<file path="config.mk">
export PLATFORM = sky130hd
export DESIGN_NAME = stb_seq_ctrl
export DESIGN_NICKNAME = d
export VERILOG_FILES = /design/src/rtl/stb_seq_ctrl.sv
export SDC_FILE = /design/constraint.sdc
export NUM_CORES = 1
export LEC_CHECK = 0
export ABC_AREA = 1
export ABC_CLOCK_PERIOD_IN_PS = 6600
export BUFFER_PORTS_ARGS = -buffer_cell sky130_fd_sc_hd__buf_2
export CAP_MARGIN = 20
export CELL_PAD_IN_SITES_DETAIL_PLACEMENT = 1
export CELL_PAD_IN_SITES_GLOBAL_PLACEMENT = 2
export CORE_MARGIN = 2
export CORE_UTILIZATION = 27
export CTS_BUF_LIST = sky130_fd_sc_hd__clkbuf_8 sky130_fd_sc_hd__clkbuf_16
export DETAILED_ROUTE_END_ITERATION = 16
export PLACE_DENSITY = 0.76
export SLEW_MARGIN = 20
export SYNTH_ARGS = -nofsm -noshare
export SYNTH_HDL_FRONTEND = slang
export SYNTH_SLANG_ARGS = --single-unit
</file>
<file path="constraint.sdc">
create_clock -name clk_i -period 6.6 [get_ports clk_i]
set_input_delay 0 -clock clk_i [delete_from_list [all_inputs] [get_ports clk_i]]
set_output_delay 0 -clock clk_i [all_outputs]
set_load 0.02 [all_outputs]
</file>
<file path="src/rtl/stb_seq_ctrl.sv">
// stb_seq_ctrl: sequences one stb_gen through detect, arm and run,
// counts strobe pulses and reports completion or a coded error.
module stb_seq_ctrl #(
    parameter int T_CNT_WIDTH = 32,
    parameter int N_WIDTH     = 16,
    parameter int TMO_WIDTH   = 32
) (
    input  logic                   clk_i,
    input  logic                   arst_i,
    input  logic                   start_i,
    input  logic                   abort_i,
    input  logic [N_WIDTH-1:0]     n_stb_i,
    input  logic [TMO_WIDTH-1:0]   tmo_i,
    input  logic                   oe_en_i,
    output logic                   run_det_o,
    output logic                   stb_req_o,
    output logic                   oe_o,
    input  logic                   rdy_i,
    input  logic                   err_i,
    input  logic                   stb_valid_i,
    input  logic                   stb_i,
    input  logic [T_CNT_WIDTH-1:0] stb_period_i,
    output logic                   busy_o,
    output logic                   done_o,
    output logic                   err_o,
    output logic [2:0]             err_code_o,
    output logic [T_CNT_WIDTH-1:0] period_o,
    output logic [N_WIDTH-1:0]     stb_cnt_o
);

    typedef enum logic [2:0] {
        S_IDLE, S_DETECT, S_ARM, S_RUN, S_DONE, S_ERROR
    } state_t;

    localparam logic [2:0] E_NONE  = 3'd0;
    localparam logic [2:0] E_GEN   = 3'd1;
    localparam logic [2:0] E_DET   = 3'd2;
    localparam logic [2:0] E_LOCK  = 3'd3;
    localparam logic [2:0] E_STB   = 3'd4;
    localparam logic [2:0] E_LOST  = 3'd5;
    localparam logic [2:0] E_ABORT = 3'd6;

    state_t                 state_q, state_n;
    logic [N_WIDTH-1:0]     n_stb_q, n_stb_n;
    logic [TMO_WIDTH-1:0]   tmo_q, tmo_n;
    logic [TMO_WIDTH-1:0]   tmo_cnt_q, tmo_cnt_n;
    logic                   oe_en_q, oe_en_n;
    logic                   stb_q;
    logic [N_WIDTH-1:0]     cnt_n, cnt_inc;
    logic [T_CNT_WIDTH-1:0] period_n;
    logic                   err_n;
    logic [2:0]             code_n, fail_code;
    logic                   fail, zdone, active, stb_rise, expired;

    always_comb begin
        state_n   = state_q;
        n_stb_n   = n_stb_q;
        tmo_n     = tmo_q;
        oe_en_n   = oe_en_q;
        tmo_cnt_n = tmo_cnt_q;
        cnt_n     = stb_cnt_o;
        period_n  = period_o;
        err_n     = err_o;
        code_n    = err_code_o;
        zdone     = 1'b0;
        fail      = 1'b0;
        fail_code = E_NONE;
        active    = state_q inside {S_DETECT, S_ARM, S_RUN};
        stb_rise  = stb_i & ~stb_q;
        expired   = (tmo_q != '0) && (tmo_cnt_q == tmo_q - 1'b1);
        cnt_inc   = (&stb_cnt_o) ? stb_cnt_o : stb_cnt_o + 1'b1;
        if (active) tmo_cnt_n = tmo_cnt_q + 1'b1;

        if (active && abort_i) begin
            fail      = 1'b1;
            fail_code = E_ABORT;
        end else if (active && err_i) begin
            fail      = 1'b1;
            fail_code = E_GEN;
        end else begin
            unique case (state_q)
                S_IDLE: begin
                    if (start_i && n_stb_i != '0) begin
                        n_stb_n   = n_stb_i;
                        tmo_n     = tmo_i;
                        oe_en_n   = oe_en_i;
                        err_n     = 1'b0;
                        code_n    = E_NONE;
                        cnt_n     = '0;
                        tmo_cnt_n = '0;
                        state_n   = S_DETECT;
                    end else if (start_i) begin
                        zdone = 1'b1;
                    end
                end
                S_DETECT: begin
                    if (rdy_i) begin
                        period_n = stb_period_i;
                        state_n  = S_ARM;
                    end else if (expired) begin
                        fail      = 1'b1;
                        fail_code = E_DET;
                    end
                end
                S_ARM: begin
                    if (stb_valid_i) begin
                        state_n = S_RUN;
                    end else if (expired) begin
                        fail      = 1'b1;
                        fail_code = E_LOCK;
                    end
                end
                S_RUN: begin
                    // an edge both counts and restarts the timeout window
                    if (stb_rise) begin
                        cnt_n     = cnt_inc;
                        tmo_cnt_n = '0;
                    end
                    if (stb_rise && cnt_inc == n_stb_q) begin
                        state_n = S_DONE;
                    end else if (!stb_valid_i) begin
                        fail      = 1'b1;
                        fail_code = E_LOST;
                    end else if (!stb_rise && expired) begin
                        fail      = 1'b1;
                        fail_code = E_STB;
                    end
                end
                S_DONE:  state_n = S_IDLE;
                S_ERROR: state_n = S_IDLE;
                default: state_n = S_IDLE;
            endcase
        end

        if (fail) begin
            state_n = S_ERROR;
            err_n   = 1'b1;
            code_n  = fail_code;
        end
        if (state_n != state_q) tmo_cnt_n = '0;
    end

    always_ff @(posedge clk_i or negedge arst_i) begin
        if (!arst_i) begin
            state_q    <= S_IDLE;
            n_stb_q    <= '0;
            tmo_q      <= '0;
            oe_en_q    <= 1'b0;
            tmo_cnt_q  <= '0;
            stb_q      <= 1'b0;
            run_det_o  <= 1'b0;
            stb_req_o  <= 1'b0;
            oe_o       <= 1'b0;
            busy_o     <= 1'b0;
            done_o     <= 1'b0;
            err_o      <= 1'b0;
            err_code_o <= E_NONE;
            period_o   <= '0;
            stb_cnt_o  <= '0;
        end else begin
            state_q    <= state_n;
            n_stb_q    <= n_stb_n;
            tmo_q      <= tmo_n;
            oe_en_q    <= oe_en_n;
            tmo_cnt_q  <= tmo_cnt_n;
            stb_q      <= stb_i;
            run_det_o  <= state_n inside {S_DETECT, S_ARM, S_RUN};
            stb_req_o  <= state_n inside {S_ARM, S_RUN};
            oe_o       <= (state_n inside {S_ARM, S_RUN}) && oe_en_n;
            busy_o     <= state_n != S_IDLE;
            done_o     <= zdone || (state_n == S_DONE);
            err_o      <= err_n;
            err_code_o <= code_n;
            period_o   <= period_n;
            stb_cnt_o  <= cnt_n;
        end
    end

endmodule

</file>
Word level (Yosys, flattened, before mapping):

Cells that the tools add are included.

* memory bits (writable): 0
* input bits: 89
* output and inout bits: 57
* memories: 0
* register bits after elaboration: 142
* bits in read-only memories: 0
* latch bits: 0
* word-level logic and storage cells: 117

* order comparisons: 0
* muxes and demuxes: 57
* bitwise gates (word level): 4
* reduce and logical (&&, ||, !) cells: 24
* equality and inequality tests: 14
* divide/modulo/power cells: 0
* add/sub/neg operators: 3
* shifts and indexed selects: 0
* multipliers: 0

Operators with widths (count)
* two-way mux 32 bit: 6
* one-hot mux 32 bit (2 select lines): 1
* two-way mux 3 bit: 17
* two-way mux 16 bit: 3
* adder 32 x 1 -> 32 bit, second input constant: 1
* equality test 32 bit: 1
* one-hot mux 16 bit (2 select lines): 1
* nonzero test 32 bit: 1
* subtractor 32 x 1 -> 32 bit, second input constant: 1
* two-way mux 1 bit: 22
* adder 16 x 1 -> 16 bit, second input constant: 1
* equality test 16 bit: 1
* AND reduction 16 bit: 1
* nonzero test 16 bit: 1
* equality test 3 x 2 -> 1 bit, second input constant: 4
* one-hot mux 3 bit (4 select lines): 1
* AND reduction 4 bit: 3
* one-hot mux 3 bit (3 select lines): 1
* nonzero test 3 bit: 3
* two-way mux 2 bit: 4
* inequality test 2 bit, second input constant: 4
* nonzero test 2 bit: 4
* logical AND 1 bit: 7
* equality test 3 x 1 -> 1 bit, second input constant: 2
* other kinds (9): 11

Depth between registers and ports, before layout:

Gate-level depths: netlist (run 1).

* depth in word-level cells: 14
* depth in mapped cells: 23
* mapped depth without buffers: 23

Worst setup path before layout (run 1):

No wires, ideal clock.

* kind: register to register
* start point: register stb_cnt_o[1]
* end point: register tmo_cnt_q[13]
* data arrival time: 2.676 ns
* cell stages (with the launch flop): 21
* library setup time: 0.070 ns
* buffers on the path: 2
* period minus slack after synthesis: 2.746 ns
* required time: 6.530 ns
* path slack: 3.854 ns
* cell sequence: dfrtp_1 -> ha_1 -> nand2_1 -> nor2_2 -> nand2_2 -> nor2_4 -> inv_2 -> buf_6 -> nand2_1 -> xnor2_1 -> nand3_1 -> nor2_2 -> nand2_1 -> nand3_2 -> nand2_2 -> nor2_4 -> nand3_2 -> nor2_2 -> nand3_2 -> buf_6 -> nor2_2

* word-level cells in the longest chain between the ends: 11
* elaborated cells between the ends (all ways): 16
* classes of those cells: 1 x add/sub; 2 x eq/ne; 11 x mux; 2 x reduce/logical

RTL lines
* start: declaration: line 28 `output logic [N_WIDTH-1:0] stb_cnt_o`
* start signal: assignment: line 175 `stb_cnt_o <= cnt_n;`
* adder 16 x 1 -> 16 bit / AND reduction 16 bit (equally long branches): line 71 `cnt_inc = (&stb_cnt_o) ? stb_cnt_o : stb_cnt_o + 1'b1;`
* two-way mux 16 bit (*): line 71
* equality test 16 bit (*): line 119 `if (stb_rise && cnt_inc == n_stb_q) begin`
* logical AND 1 bit (*): line 119
* two-way mux 3 bit / two-way mux 1 bit (equally long branches): line 119
* one-hot mux 3 bit (4 select lines) / one-hot mux 1 bit (3 select lines) (equally long branches): line 81 `unique case (state_q)`
* two-way mux 3 bit / two-way mux 1 bit (equally long branches): line 77 `end else if (active && err_i) begin`
* two-way mux 3 bit / two-way mux 1 bit (equally long branches): line 74 `if (active && abort_i) begin`
* two-way mux 3 bit (*): line 135 `if (fail) begin`
* named net state_n[2]: line 43 `state_t state_q, state_n;`
* inequality test 3 bit (*): line 140 `if (state_n != state_q) tmo_cnt_n = '0;`
* two-way mux 32 bit (*): line 140
* named net tmo_cnt_n[13]: line 46 `logic [TMO_WIDTH-1:0] tmo_cnt_q, tmo_cnt_n;`
* end signal: assignment: line 165 `tmo_cnt_q <= tmo_cnt_n;`
* end: declaration: line 46

The timed path passes the listed nets; every way through them passes the cells marked *.
A chain may end at the register's enable or synchronous reset.

Worst setup path after layout (run 1):

* start point: register state_q[0]
* end point: register tmo_cnt_q[27]

* word-level cells in the longest chain between the ends: 8
* elaborated cells between the ends (all ways): 26
* classes of those cells: 4 x eq/ne; 18 x mux; 4 x reduce/logical

RTL lines
* start: declaration: line 43
* start signal: assignment: line 161 `state_q <= state_n;`
* equality test 3 x 1 -> 1 bit / equality test 3 x 2 -> 1 bit (equally long branches): line 68, 81
* nonzero test 3 bit: line 68 `active = state_q inside {S_DETECT, S_ARM, S_RUN};`
* two-way mux 32 bit / logical AND 1 bit (equally long branches): line 72, 77
* two-way mux 32 bit (tied with other cells): line 115 `if (stb_rise) begin`
* one-hot mux 32 bit (2 select lines) (tied with other cells): line 81
* two-way mux 32 bit / two-way mux 3 bit (equally long branches): line 77, 135
* two-way mux 32 bit / inequality test 3 bit (equally long branches): line 74, 140
* two-way mux 32 bit (*): line 140
* named net tmo_cnt_n[27]: line 46

Marks and branches as above.

==> results of run 1 <==
layer usage:
metal | GRT usage, % | share of wire [%] | wire length (um)
met2 | 32.1 | 47 | 14300
met5 | 0 | 0 | 0
met3 | 3.55 | 3.8 | 1140
met4 | 5.04 | 1.2 | 371
met1 | 24.9 | 48 | 14500
critical path, stage by stage (launching register included):
cell	delay, ps
sky130_fd_sc_hd__dfrtp_1	420
sky130_fd_sc_hd__nor2_1	190
sky130_fd_sc_hd__nor2_1	170
sky130_fd_sc_hd__inv_2	210
sky130_fd_sc_hd__nor2_1	110
sky130_fd_sc_hd__nor2_1	380
sky130_fd_sc_hd__nand3_1	520
sky130_fd_sc_hd__nand2_1	960
sky130_fd_sc_hd__clkinv_1	1050
sky130_fd_sc_hd__o211ai_1	420
sky130_fd_sc_hd__nor2_2	70
logic make-up after synthesis:
logic type	count (synthesis)
compound gates	92
xor+xnor	40
fa+ha+maj	4
buf+inv	156
flops	142
mux	32
simple gates	689
sequential cells by signal (all words and copies together) (netlist names), 3 cells and up:
| signal | flops |
|---|---|
| period_o | 32 |
| tmo_cnt_q | 32 |
| tmo_q | 32 |
| n_stb_q | 16 |
| stb_cnt_o | 16 |
| err_code_o | 3 |
| state_q | 3 |
power groups by stage:
stage | sequential [W] | combinational (W) | clock, W
after floorplan | 0.00148 | 0.00113 | 0
after global placement | 0.00137 | 0.00178 | 0
after detailed placement | 0.00138 | 0.00184 | 0
after CTS | 0.00137 | 0.00189 | 0.00106
after global routing | 0.00142 | 0.00210 | 0.00109
final | 0.00137 | 0.00186 | 0.00104
metrics by stage:
| stage | hold slack (ps) | total power, W | area (um^2) | std cells |
|---|---|---|---|---|
| final | 32.1 | 0.00427 | 11100 | 1795 |
| after global routing | 45.1 | 0.00461 | 11100 | 1794 |
| after CTS | 22.1 | 0.00433 | 11100 | 1794 |
| after detailed placement | 112 | 0.00322 | 9640 | 1677 |
| after global placement | 105 | 0.00315 | 9610 | 1676 |
| after floorplan | -296 | 0.00261 | 8470 | 1155 |
cell type report:
class                           instances  share of cell area [%]
Tap cell                              396                    4.46
Timing Repair Buffer                  235                    14.8
Clock inverter                         12                    1.43
Clock buffer                           19                    4.08
Inverter                              133                    4.49
Sequential cell                       142                    32.0
Multi-Input combinational cell        857                    38.7
Antenna cell                            1                  0.0225
synthesized netlist by cell type (all sizes together):
library cell	n
a21oi	11
mux2	32
and3	1
a31o	1
nand3	83
a21o	2
nor3	22
o221ai	1
nor3b	2
o2111ai	1
o311ai	1
o21ai	59
o22ai	7
nand4	16
nand3b	10
nor4	10
dfrtp	142
xnor2	14
ha	4
o21bai	3
xnor3	1
nand2	363
inv	132
xor2	25
clkinv	1
or2	7
nor2	175
buf	9
a221oi	1
clkbuf	14
o211ai	5
worst max-delay path by stage:
| stage | cells after the start | startpoint | end | slack [ps] |
|---|---|---|---|---|
| final | 10 | state_q[0] | tmo_cnt_q[27] | 1980 |
| after global routing | 8 | state_q[2] | tmo_cnt_q[27] | 1490 |
| after CTS | 8 | state_q[2] | tmo_cnt_q[27] | 1870 |
| after detailed placement | 8 | state_q[2] | tmo_cnt_q[27] | 1820 |
| after global placement | 9 | state_q[2] | tmo_cnt_q[19] | 2030 |
| after floorplan | 20 | stb_cnt_o[1] | tmo_cnt_q[13] | 3850 |
==> flow_summary.json, run 1 <==
{
  "status": "complete, no violations",
  "synth.avg_cell_area_um2": 7.33,
  "holdCritPathClass": "in2reg",
  "hold_viol_final": 0,
  "slew-limit-headroom_pct": 33.5,
  "power_density_mw_per_mm2": 385,
  "worstHoldEndpoint": "err_code_o[1]",
  "maxCapViolations": 0,
  "timing.rr.end": "tmo_cnt_q[27]",
  "postCtsResizedCells": 0,
  "final_util_pct": 36.1,
  "first_global_vias": 8950,
  "post_synthesis_sequential_area_ratio_pct": 42.0,
  "yosys.area_share.simple_pct": 35.6,
  "finalWeightedCongestion": 0.825,
  "nNetsFinal": 1479,
  "holdCritStartpoint": "rdy_i",
  "proportion_of_layout_cells_with_a_drive_suffix_above_1_pct": 19.9,
  "global_route_wire_length_before_repair_mm": 48.7,
  "dominant_combinational_cell_family_by_area_after_synthesis": "simple AND/OR/NAND/NOR gates",
  "synth_top_cells_by_area": "sky130_fd_sc_hd__dfrtp_1 (42%), sky130_fd_sc_hd__nand2_1 (16%), sky130_fd_sc_hd__nor2_1 (5.8%)",
  "layout.cells.most_common": "sky130_fd_sc_hd__nand2_1",
  "worst_path_arrival_ps": 4930,
  "number_of_vias_per_cell_after_detailed_routing": 4.69,
  "postCtsSetupRepairBufs": 0,
  "finalWorstSetupSlack_ps": 1980,
  "timing.final.crit_share_pct": 70.0,
  "clk_pin_slew_ps": 70,
  "globalRouteTotalUtil_pct": 19.0,
  "tritoncts_num_sinks": 142,
  "synth_compound_gate_area_share_pct": 6.06,
  "syn_nets": 1248,
  "preCtsSetupSlack_ps": 1820,
  "drcViolationCount": 0,
  "rr_startpoint": "state_q[0]",
  "vdd_drop_max_mv": 0.215,
  "netlist-cell-type-count": 40,
  "antenna_found_initial": 0,
  "core_mm2": 0.0307,
  "worst_pin_slew_ps": 996,
  "syn_to_final_growth_pct": 31.2,
  "timing.critical_path.fanout_max": 29,
  "most_used_cells_in_the_layout_excluding_fill_and_tap_cells": "sky130_fd_sc_hd__nand2_1 (358), sky130_fd_sc_hd__buf_2 (144), sky130_fd_sc_hd__dfrtp_1 (142)",
  "power.sequential.fraction_pct": 32.1,
  "hpwl_dp_mm": 22.5,
  "setup_tns_ps": 0,
  "largest_net_degree_at_the_start_of_global_routing": 79,
  "clk_latency_ps": 440,
  "power.switching_fraction_pct": 43.5,
  "crit_type": "reg2reg",
  "grt_overflow": 0,
  "min_path_cells": 6,
  "synthesis.area_mm2": 0.00847,
  "portion_of_total_power_attributed_to_the_clock_network_pct": 24.2,
  "drt_iter0_drc": 382,
  "clock-root-buffer": "sky130_fd_sc_hd__clkbuf_16",
  "layout_min_cycle_time_ps": 4620,
  "die_area_mm2": 0.0328,
  "yosys_register_bits": 142,
  "muxShareOfSynthArea_pct": 4.26,
  "yosys.area.top_type": "sky130_fd_sc_hd__dfrtp_1",
  "synth_cells": 1155,
  "synth_top_area_share_pct": 42.0,
  "synth_xor_xnor_area_share_pct": 4.30,
  "synth_fa_ha_area_share_pct": 0.591,
  "seq_area_mm2": 0.00355,
  "clock_skew_ps": 15.5,
  "critPathCaptureType": "flip-flop",
  "cts-htree-levels": 4,
  "combinational_fraction_of_design_power_pct": 43.6,
  "max_clock_freq_mhz": 216,
  "rows": 64,
  "route.detailed.wl_per_inst_um": 16.9,
  "total_switching_power_w": 0.00186,
  "setup_viol": 0,
  "die_width_um": 181,
  "reg2regPathDepth": 10,
  "internal-power_w": 0.00241,
  "cts-buffers-inserted": 17,
  "rrSetupSlack_ps": 1980,
  "cts_tree": "done",
  "detailed_route_via_count": 8412,
  "final_max_slew_viol_count": 0,
  "io_pins": 146,
  "ctsHoldBuffers": 86,
  "critical_path.startpoint_type": "flip-flop",
  "initial_core_util_pct": 27.5,
  "total_routed_wirelength_mm": 30.3,
  "power_leakage_nw": 5.17,
  "drt_pre_antenna_iters": 4,
  "multi_input_area_mm2": 0.00431,
  "cts-root-to-sink-buffers": 2,
  "final.fill_count": 3834,
  "die_h_um": 181,
  "synth.yosys.warnings": 0,
  "placement.io_buffers": 145,
  "rsz0062_at_grt": "no",
  "ant_nets": 0,
  "critical_path_required_ps": 6910
}
Note: power is estimated with default switching activity, not from simulation.
==> inputs of run 2 (changes only) <==
Settings changed: ABC_CLOCK_PERIOD_IN_PS 6600 to 4510.
Clock period 6.6 ns to 4.51 ns, I/O delays scaled along.
==> run 2 against run 1 <==
Sequential share of layout area is 0.072 points lower. Clock power is 42% higher. Sequential power is 48% higher. Cell count is 0.39% higher. Wire length is 1.5% higher. Fmax is 14% higher. Register-to-register slack worse by 1500 ps. Global-route usage is 0.48 points higher. Largest cell class unchanged.
==> flow_summary.json, run 2 (synthesis gave the netlist of run 1 again) <==
{
  "status": "complete, no violations",
  "timing.rr.end": "tmo_cnt_q[15]",
  "die_h_um": 181,
  "critical_path.cell_chain": "inv_1 -> ha_1 -> nand2_1 -> nor2_1 -> nand2_1 -> nand2_1 -> inv_1 -> nor2_1 -> nand2_1 -> nor2_1 -> nand2_1 -> nor2_1 -> nand3_1 -> nor2_1 -> nand2_1 -> nor2_2 -> nor2_4 -> nand4_1 -> nand3_2 -> buf_12 -> nor2_2",
  "critical_path_required_ps": 4880,
  "clock_skew_ps": 16.9,
  "power_density_mw_per_mm2": 562,
  "detailed_route_via_count": 8456,
  "min_path_cells": 6,
  "postCtsResizedCells": 0,
  "cts-root-to-sink-buffers": 2,
  "clk_latency_ps": 450,
  "io_pins": 146,
  "hpwl_dp_mm": 22.9,
  "finalWeightedCongestion": 0.868,
  "rr_startpoint": "tmo_q[0]",
  "total_power_w": 0.00626,
  "die_width_um": 181,
  "drt_pre_antenna_iters": 4,
  "globalRouteTotalUtil_pct": 19.5,
  "power_leakage_nw": 5.19,
  "most_used_cells_in_the_layout_excluding_fill_and_tap_cells": "sky130_fd_sc_hd__nand2_1 (358), sky130_fd_sc_hd__buf_2 (144), sky130_fd_sc_hd__dfrtp_1 (142)",
  "holdCritPathClass": "in2reg",
  "hold_viol_final": 0,
  "layoutNonFillerInstCount": 1802,
  "placement.io_buffers": 145,
  "rrSetupSlack_ps": 470,
  "clk_pin_slew_ps": 70,
  "setup_viol": 0,
  "initial_core_util_pct": 27.5,
  "critical_path.n_buffers_inverters": 3,
  "rsz0062_at_grt": "no",
  "slew-limit-headroom_pct": 43.1,
  "number_of_vias_per_cell_after_detailed_routing": 4.69,
  "route.detailed.wl_per_inst_um": 17.1,
  "cp_slowest_stage_delay_ps": 480,
  "reg2regPathDepth": 21,
  "cts_tree": "done",
  "kind_of_cell_with_the_highest_combined_delay_on_the_critical_path": "simple AND/OR/NAND/NOR gates",
  "max_clock_freq_mhz": 248,
  "cts-buffers-inserted": 17,
  "cpMostUsedCell": "sky130_fd_sc_hd__nand2_1",
  "timing.critical_path.fanout_max": 17,
  "vdd_drop_max_mv": 0.409,
  "critical_path.startpoint_type": "flip-flop",
  "design_area_mm2": 0.0111,
  "ant_nets": 0,
  "critPathCaptureType": "flip-flop",
  "final_max_slew_viol_count": 0,
  "clock-root-buffer": "sky130_fd_sc_hd__clkbuf_16",
  "worst_path_arrival_ps": 4410,
  "largest_net_degree_at_the_start_of_global_routing": 78,
  "layout.cells.most_common": "sky130_fd_sc_hd__nand2_1",
  "numPlacedInstances": 1682,
  "antenna_found_initial": 0,
  "largest_registers": "period_o: 32 flops, tmo_cnt_q: 32 flops, tmo_q: 32 flops",
  "nNetsFinal": 1485,
  "holdCritStartpoint": "rdy_i",
  "tritoncts_num_sinks": 142,
  "worstHoldEndpoint": "err_code_o[1]",
  "first_global_vias": 9229,
  "drt_iter0_drc": 372,
  "core_mm2": 0.0307,
  "rows": 64,
  "proportion_of_layout_cells_with_a_drive_suffix_above_1_pct": 20.3,
  "syn_to_final_growth_pct": 31.5,
  "area_post_placement_mm2": 0.00967,
  "grt_overflow": 0,
  "crit_type": "reg2reg",
  "die_area_mm2": 0.0328,
  "global_route_wire_length_before_repair_mm": 49.7,
  "maxCapViolations": 0,
  "cts-htree-levels": 4,
  "crit_path_top_delay_cell": "sky130_fd_sc_hd__nand3_2",
  "finalWorstSetupSlack_ps": 473,
  "layout_min_cycle_time_ps": 4040,
  "timing.final.crit_share_pct": 89.5,
  "preCtsSetupSlack_ps": 508,
  "drcViolationCount": 0,
  "total_routed_wirelength_mm": 30.8,
  "worst_pin_slew_ps": 846,
  "setup_tns_ps": 0
}
-- run 2: tightest hold or removal path: stages --
cell and delay, ps:
sky130_fd_sc_hd__buf_2 90, sky130_fd_sc_hd__o21ai_0 80, sky130_fd_sc_hd__inv_1 60, sky130_fd_sc_hd__nor2_2 60
sky130_fd_sc_hd__nand3_1 70, sky130_fd_sc_hd__nand3b_1 70
-- run 2: worst max-delay path by stage --
stage,start,endpoint,depth (start not counted)
finish,tmo_q[0],tmo_cnt_q[15],21
global route,tmo_q[0],tmo_cnt_q[5],21
CTS,tmo_q[0],tmo_cnt_q[15],21
detailed placement,tmo_q[0],tmo_cnt_q[15],21
global placement,tmo_q[0],tmo_cnt_q[0],21
floorplan,stb_cnt_o[1],tmo_cnt_q[13],20
-- run 2: what timing repair did --
item	4_1_cts	5_1_grt
hold buffers	87	0
setup buffers	0	0
setup endpoints to repair	0	0
endpoints found under the hold margin	150	0
-- run 2: stage by stage --
stage	hold slack [ps]	util (%)
2_1_floorplan	-296	-
3_3_place_gp	75.1	31.4
3_5_place_dp	86.0	31.4
4_1_cts	28.4	36.2
5_1_grt	89.4	36.2
6_report	39.9	36.2
-- run 2: layout make-up --
type / instances / area [um^2]
Clock inverter: 14 / 158
Clock buffer: 18 / 439
Antenna cell: 1 / 2.50
Sequential cell: 142 / 3550
Timing Repair Buffer: 241 / 1680
Tap cell: 396 / 495
Multi-Input combinational cell: 857 / 4310
Inverter: 133 / 499
Fill cell: 3800 / 19600
-- run 2: routing by layer --
layer / global-route usage [%] / vias to the layer above / routed length [um]
met2: 33.7 / 177 / 15000
met5: 0 / - / 0
met4: 5.40 / 0 / 492
li1: - / 4151 / -
met3: 3.81 / 28 / 1300
met1: 24.7 / 4100 / 14000
-- run 2: where the power goes --
part / internal, W / switching (W)
registers: 0.00169 / 0.000344
logic: 0.000947 / 0.00181
clock network: 0.000841 / 0.000636
